**config.mk**
```make
export PLATFORM = sky130hd
export DESIGN_NAME = cxt_rsp_reorder_buffer_flat
export DESIGN_NICKNAME = d
export VERILOG_FILES = /design/src/rtl/cxt_rsp_reorder_buffer_if.sv /design/src/rtl/cxt_rsp_reorder_buffer.sv /design/src/flat_wrapper.sv
export SDC_FILE = /design/constraint.sdc
export NUM_CORES = 2
export LEC_CHECK = 0
export CAP_MARGIN = 20
export CORE_ASPECT_RATIO = 1.5
export CORE_MARGIN = 4
export CORE_UTILIZATION = 55
export CTS_CLUSTER_SIZE = 20
export DETAILED_ROUTE_END_ITERATION = 10
export GPL_TIMING_DRIVEN = 0
export PLACE_DENSITY = 0.79
export SLEW_MARGIN = 40
export SYNTH_ARGS = -nofsm -noshare
export SYNTH_HDL_FRONTEND = slang
export SYNTH_SLANG_ARGS = --single-unit
```
**constraint.sdc**
```tcl
create_clock -name clk -period 56.6 [get_ports clk]
set_input_delay 11.32 -clock clk [delete_from_list [all_inputs] [get_ports clk]]
set_output_delay 11.32 -clock clk [all_outputs]
set_load 0.01 [all_outputs]
```
**src/rtl/cxt_rsp_reorder_buffer_if.sv**
```systemverilog
// Valid/ready bundle carrying one context response (head + payload).
// Shared by the out-of-order input side and the in-order release side.
interface cxt_rsp_reorder_buffer_if #(
    parameter int HEAD_WIDTH = 16,
    parameter int DATA_WIDTH = 64
);
    logic                  valid;
    logic [HEAD_WIDTH-1:0] head;
    logic [DATA_WIDTH-1:0] data;
    logic                  ready;

    modport master (
        output valid,
        output head,
        output data,
        input  ready
    );

    modport slave (
        input  valid,
        input  head,
        input  data,
        output ready
    );
endinterface

```
**src/rtl/cxt_rsp_reorder_buffer.sv**
```systemverilog
// Parks out-of-order context responses by tag and releases them
// strictly in tag order through a registered output stage.
module cxt_rsp_reorder_buffer #(
    parameter int REQ_TAG_NUM     = 32,
    parameter int REQ_TAG_NUM_LOG = $clog2(REQ_TAG_NUM),
    parameter int HEAD_WIDTH      = 16,
    parameter int DATA_WIDTH      = 64
) (
    input  logic                       clk,
    input  logic                       rst_n,
    cxt_rsp_reorder_buffer_if.slave    cxt_rsp,
    cxt_rsp_reorder_buffer_if.master   cxt_combine,
    output logic [REQ_TAG_NUM_LOG-1:0] rd_ptr,
    output logic [REQ_TAG_NUM_LOG:0]   occupancy
);
    typedef logic [REQ_TAG_NUM_LOG-1:0] tag_t;

    logic [HEAD_WIDTH-1:0]  head_mem [REQ_TAG_NUM];
    logic [DATA_WIDTH-1:0]  data_mem [REQ_TAG_NUM];
    logic [REQ_TAG_NUM-1:0] slot_valid;
    logic [REQ_TAG_NUM-1:0] slot_valid_nxt;

    tag_t                  in_tag;
    logic                  accept;
    logic                  load_en;
    logic                  out_valid;
    logic                  out_fire;
    logic [HEAD_WIDTH-1:0] out_head;
    logic [DATA_WIDTH-1:0] out_data;

    assign in_tag = cxt_rsp.head[REQ_TAG_NUM_LOG-1:0];

    // An occupied slot stalls its tag; a parked response is never overwritten.
    assign cxt_rsp.ready = ~slot_valid[in_tag];
    assign accept        = cxt_rsp.valid & cxt_rsp.ready;

    assign out_fire = out_valid & cxt_combine.ready;
    assign load_en  = slot_valid[rd_ptr]
                    & (~out_valid | cxt_combine.ready);

    always_ff @(posedge clk) begin
        if (accept) begin
            head_mem[in_tag] <= cxt_rsp.head;
            data_mem[in_tag] <= cxt_rsp.data;
        end
    end

    // Set and clear never hit the same slot: a valid slot refuses writes.
    always_comb begin
        slot_valid_nxt = slot_valid;
        if (load_en) begin
            slot_valid_nxt[rd_ptr] = 1'b0;
        end
        if (accept) begin
            slot_valid_nxt[in_tag] = 1'b1;
        end
    end

    always_ff @(posedge clk) begin
        if (!rst_n) begin
            slot_valid <= '0;
        end else begin
            slot_valid <= slot_valid_nxt;
        end
    end

    always_ff @(posedge clk) begin
        if (!rst_n) begin
            rd_ptr <= '0;
        end else if (load_en) begin
            rd_ptr <= rd_ptr + 1'b1;
        end
    end

    always_ff @(posedge clk) begin
        if (!rst_n) begin
            occupancy <= '0;
        end else begin
            unique case ({accept, load_en})
                2'b10:   occupancy <= occupancy + 1'b1;
                2'b01:   occupancy <= occupancy - 1'b1;
                default: occupancy <= occupancy;
            endcase
        end
    end

    always_ff @(posedge clk) begin
        if (!rst_n) begin
            out_valid <= 1'b0;
            out_head  <= '0;
            out_data  <= '0;
        end else if (load_en) begin
            out_valid <= 1'b1;
            out_head  <= head_mem[rd_ptr];
            out_data  <= data_mem[rd_ptr];
        end else if (out_fire) begin
            out_valid <= 1'b0;
        end
    end

    assign cxt_combine.valid = out_valid;
    assign cxt_combine.head  = out_head;
    assign cxt_combine.data  = out_data;

    a_occ_range: assert property (
        @(posedge clk) disable iff (!rst_n)
        int'(occupancy) <= REQ_TAG_NUM
    );

    a_occ_count: assert property (
        @(posedge clk) disable iff (!rst_n)
        int'(occupancy) == $countones(slot_valid)
    );

    a_hold: assert property (
        @(posedge clk) disable iff (!rst_n)
        (out_valid & ~cxt_combine.ready)
        |=> (out_valid && $stable(out_head) && $stable(out_data))
    );
endmodule
```
**src/flat_wrapper.sv**
```systemverilog
// flat-port wrapper written by rule: the top's interface ports become plain ports
module cxt_rsp_reorder_buffer_flat 
#(
    parameter int REQ_TAG_NUM     = 32,
    parameter int REQ_TAG_NUM_LOG = $clog2(REQ_TAG_NUM),
    parameter int HEAD_WIDTH      = 16,
    parameter int DATA_WIDTH      = 64
)
  (clk, rst_n, rd_ptr, occupancy, cxt_rsp_valid, cxt_rsp_head, cxt_rsp_data, cxt_rsp_ready, cxt_combine_valid, cxt_combine_head, cxt_combine_data, cxt_combine_ready);
  cxt_rsp_reorder_buffer_if #(.HEAD_WIDTH(HEAD_WIDTH), .DATA_WIDTH(DATA_WIDTH)) cxt_rsp_i ();
  cxt_rsp_reorder_buffer_if #(.HEAD_WIDTH(HEAD_WIDTH), .DATA_WIDTH(DATA_WIDTH)) cxt_combine_i ();
  input  logic clk;
  input  logic rst_n;
  output logic [REQ_TAG_NUM_LOG-1:0] rd_ptr;
  output logic [REQ_TAG_NUM_LOG:0] occupancy;
  input wire logic [$bits(cxt_rsp_i.valid)-1:0] cxt_rsp_valid;
  input wire logic [$bits(cxt_rsp_i.head)-1:0] cxt_rsp_head;
  input wire logic [$bits(cxt_rsp_i.data)-1:0] cxt_rsp_data;
  output wire logic [$bits(cxt_rsp_i.ready)-1:0] cxt_rsp_ready;
  output wire logic [$bits(cxt_combine_i.valid)-1:0] cxt_combine_valid;
  output wire logic [$bits(cxt_combine_i.head)-1:0] cxt_combine_head;
  output wire logic [$bits(cxt_combine_i.data)-1:0] cxt_combine_data;
  input wire logic [$bits(cxt_combine_i.ready)-1:0] cxt_combine_ready;
  assign cxt_rsp_i.valid = cxt_rsp_valid;
  assign cxt_rsp_i.head = cxt_rsp_head;
  assign cxt_rsp_i.data = cxt_rsp_data;
  assign cxt_rsp_ready = cxt_rsp_i.ready;
  assign cxt_combine_valid = cxt_combine_i.valid;
  assign cxt_combine_head = cxt_combine_i.head;
  assign cxt_combine_data = cxt_combine_i.data;
  assign cxt_combine_i.ready = cxt_combine_ready;
  cxt_rsp_reorder_buffer #(.REQ_TAG_NUM(REQ_TAG_NUM), .REQ_TAG_NUM_LOG(REQ_TAG_NUM_LOG), .HEAD_WIDTH(HEAD_WIDTH), .DATA_WIDTH(DATA_WIDTH)) u_core (.clk(clk), .rst_n(rst_n), .cxt_rsp(cxt_rsp_i), .cxt_combine(cxt_combine_i), .rd_ptr(rd_ptr), .occupancy(occupancy));
endmodule
```
==> results.tsv <==
metric	value	unit
status	finished clean	
rsz0062_at_grt	false	
synth-simple-area-share	2.343	%
drc	0	
drtPass1Iterations	6	
pin_count	177	
grt_max_degree	46	
start_kind	input port	
cts_root_buffer	clkbuf_16	
port_buffers	175	
synth_top_area_share	74.84	%
syn-num-nets	5767	
crit_path_end_kind	output pin	
synthAdderAreaFrac	0.08526	%
r2r-start	u_core.rd_ptr[0]	
p_sw	0.7737	mW
htreeDepth	4	
peakVddDrop	0.02815	mV
clockBufferDepth	4	
ys_types	64	
wirelength	330.5	mm
fin_crit_sh	45.91	%
final_max_slew_viol_count	0	
p_sw_share	19.84	%
hp-class	register to register	
synth-seq-cells	2684	
fin_setup_tns	0	ns
p_int	3.127	mW
p_per_area	32.51	mW/mm²
fin_util	64.53	%
path_common_cell	clkbuf_1	
grt_overflow_total	0	
fp.coreArea	0.1859	mm²
synth_mux_area_share	13.65	%
seq_power_share	56.3	%
tightest_slew	0.9707	ns
worst_r2r_endpoint	u_core.occupancy[4]	
drv_cap	0	
comb_power_share	1.8	%
vias	63410	
synth_edf_count	2560	
fmax	0.03849	GHz
path_buf_inv	4	
final_cell_mix	edfxtp_1 (2,560), mux2i_1 (1,395), o22ai_1 (657), buf_2 (540), clkbuf_16 (235)	
grt_pass1_vias	62420	
fin_skew	0.06139	ns
yosysTopAreaCell	edfxtp_1	
synth_xor_area_share	0.02558	%
area_delta_synth_final	16.80	%
synth_top_family_by_area	multiplexers	
ant_nets	0	
cts_tree	built	
post_cts_resized	0	
arrival	14.66	ns
grt_pass1_wl	453.5	mm
fill_cells	12190	
finalSetupViolations	0	
clkPwrFrac	41.8	%
synth_compound_area_share	5.117	%
seq_area_frac_synth	77.25	%
gp_congestion	0.9510	
r2r_setup_slack	51.44	ns
crit_path_max_fanout	35	
synthFlopType	edfxtp_1	
synthTopCellsByArea	edfxtp_1 (75%), mux2i_1 (14%), o22ai_1 (4.0%)	
min_to	u_core.cxt_combine.data[16]	
start_util	55.25	%
crit_type	input port to output pin	
cp_slowest_stage_delay	0.70	ns
ctsHoldBuffers	0	
synthCells	5676	
post_cts_buffers	0	
synthArstFlopShare	0	%
routedWlPerCell	35.53	µm
synth_warnings	0	
vias_per_cell	6.816	
reg2reg_depth	19	
required	45.28	ns
die_height	537.3	µm
clock_latency	0.89	ns
synth_area	0.1027	mm²
synth_area_per_cell	18.10	µm²
dieWidth	360.9	µm
path_cells	buf_2, clkbuf_1, nand2_1, o32ai_1, or2_2, clkbuf_1, o22ai_1, o211a_1, clkdlybuf4s50_1	
critical-path-top-delay-family	buffers and inverters	
nets	6730	
dp_hpwl	223.6	mm
rows	194	
die_area	0.1939	mm²
layout-drive-gt1-share	19.60	%
cts_sinks	2684	
leakage	38.65	nW
hold_start	u_core.cxt_combine.data[16]	
mostFrequentLayoutCell	edfxtp_1	
antenna_found_initial	32	
path_clk_slew	0.06	ns
grt_use_total	33.17	%
hold-path-cell-count	2	
min_period	25.98	ns
slowest_stage	o32ai_1	
max_slew_margin	34.60	%
cts_buffers	229	
drtIter0Drc	9873	
finalHoldViolCount	0	
## cells in the mapped netlist, types with 5 or more instances
master / n
a21oi_1: 17
a31oi_1: 6
buf_1: 33
buf_2: 127
buf_4: 12
clkbuf_1: 173
dfxtp_1: 124
edfxtp_1: 2560
ha_1: 7
inv_1: 8
mux2_2: 5
mux2i_1: 1395
nand2_1: 98
nand2b_1: 10
nand3_1: 6
nand3b_1: 9
nand4b_1: 5
nor2_1: 23
nor2b_1: 6
nor3_1: 16
nor3b_1: 6
nor4_1: 10
o211ai_1: 6
o21ai_0: 95
o221a_2: 18
o22ai_1: 657
o311ai_0: 8
or3_1: 10
or4_1: 163
## kinds of logic after synthesis
logic type,count (synthesis)
buffers and inverters,358
DFF,2684
xor gates and xnor gates,3
AOI/OAI and AO/OA,834
adders and majority gates,7
muxes,1400
and+or+nand+nor,390
## area by class of cell
| type | instances | area, µm² | area share (%) |
|---|---|---|---|
| antenna | 30 | 75.07 | 0.06257 |
| buffer | 348 | 1705 | 1.421 |
| clock buffer | 271 | 6116 | 5.097 |
| clock inverter | 144 | 1623 | 1.353 |
| inverter | 10 | 55.05 | 0.04589 |
| multi-input combinational | 2634 | 22010 | 18.34 |
| sequential | 2684 | 79360 | 66.14 |
| tap | 2450 | 3065 | 2.555 |
| timing repair buffer | 732 | 5974 | 4.980 |
## sequential cells by signal, summed over array words and instances, names as in the netlist
signal	flops
u_core.cxt_combine.head	16
u_core.cxt_combine.valid	1
u_core.data_mem	2048
u_core.head_mem	512
u_core.cxt_combine.data	64
u_core.rd_ptr	5
u_core.occupancy	6
u_core.slot_valid	32
## how the worst max path moves through the flow
stage,depth (start not counted),slack (ns),start,end
floorplan,6,30.87,cxt_rsp_head[1],u_core.slot_valid[1]
global placement,7,11.58,cxt_rsp_head[1],u_core.slot_valid[3]
detailed placement,9,30.77,cxt_rsp_head[1],cxt_rsp_ready
CTS,9,30.76,cxt_rsp_head[1],cxt_rsp_ready
global route,9,30.59,cxt_rsp_head[2],cxt_rsp_ready
finish,9,30.62,cxt_rsp_head[2],cxt_rsp_ready
## metal layers
| metal | up-vias | share of wire [%] | global-route usage (%) |
|---|---|---|---|
| met5 | - | 0.070 | 0 |
| met2 | 5686 | 46 | 53.04 |
| met3 | 1412 | 14 | 10.14 |
| li1 | 25000 | - | - |
| met4 | 20 | 8.9 | 23.69 |
| met1 | 31290 | 31 | 38.24 |
## worst reg2reg max path, cell delays in order (launching register included)
cell and delay (ns):
dfxtp_1 0.52, buf_4 0.22, buf_2 0.21, nand4b_1 0.13, buf_2 0.58, o22ai_1 0.18, or4_1 0.54, o21ai_1 0.16
buf_4 0.42, buf_6 0.25, inv_4 0.12, ha_1 0.20, clkbuf_1 0.24, xor2_1 0.21, ha_1 0.25, a21o_1 0.14
a22oi_1 0.08, o21a_1 0.20, or3_1 0.30, a21oi_1 0.14
## metrics by stage
| stage | hold slack [ns] | total power [mW] | cell area, µm² | setup WS, ns | std cells |
|---|---|---|---|---|---|
| 2_1_floorplan | 0.4827 | 2.261 | 102700 | 30.87 | 5676 |
| 3_3_place_gp | 0.4463 | 2.309 | 107500 | 11.58 | 8301 |
| 3_5_place_dp | 0.4548 | 2.311 | 112300 | 30.77 | 8856 |
| 4_1_cts | 0.4642 | 3.893 | 120000 | 30.76 | 9271 |
| 5_1_grt | 0.4831 | 3.979 | 119900 | 30.59 | 9278 |
| 6_report | 0.4599 | 3.900 | 120000 | 30.62 | 9303 |
## power groups by stage
stage	Clock (mW)	Combinational [mW]	Sequential [mW]
2_1_floorplan	0	0.0189	2.24
3_3_place_gp	0	0.0627	2.25
3_5_place_dp	0	0.0696	2.24
4_1_cts	1.62	0.0702	2.20
5_1_grt	1.71	0.0745	2.20
6_report	1.63	0.0719	2.20
No activity file was read; power rests on OpenSTA's default activity.
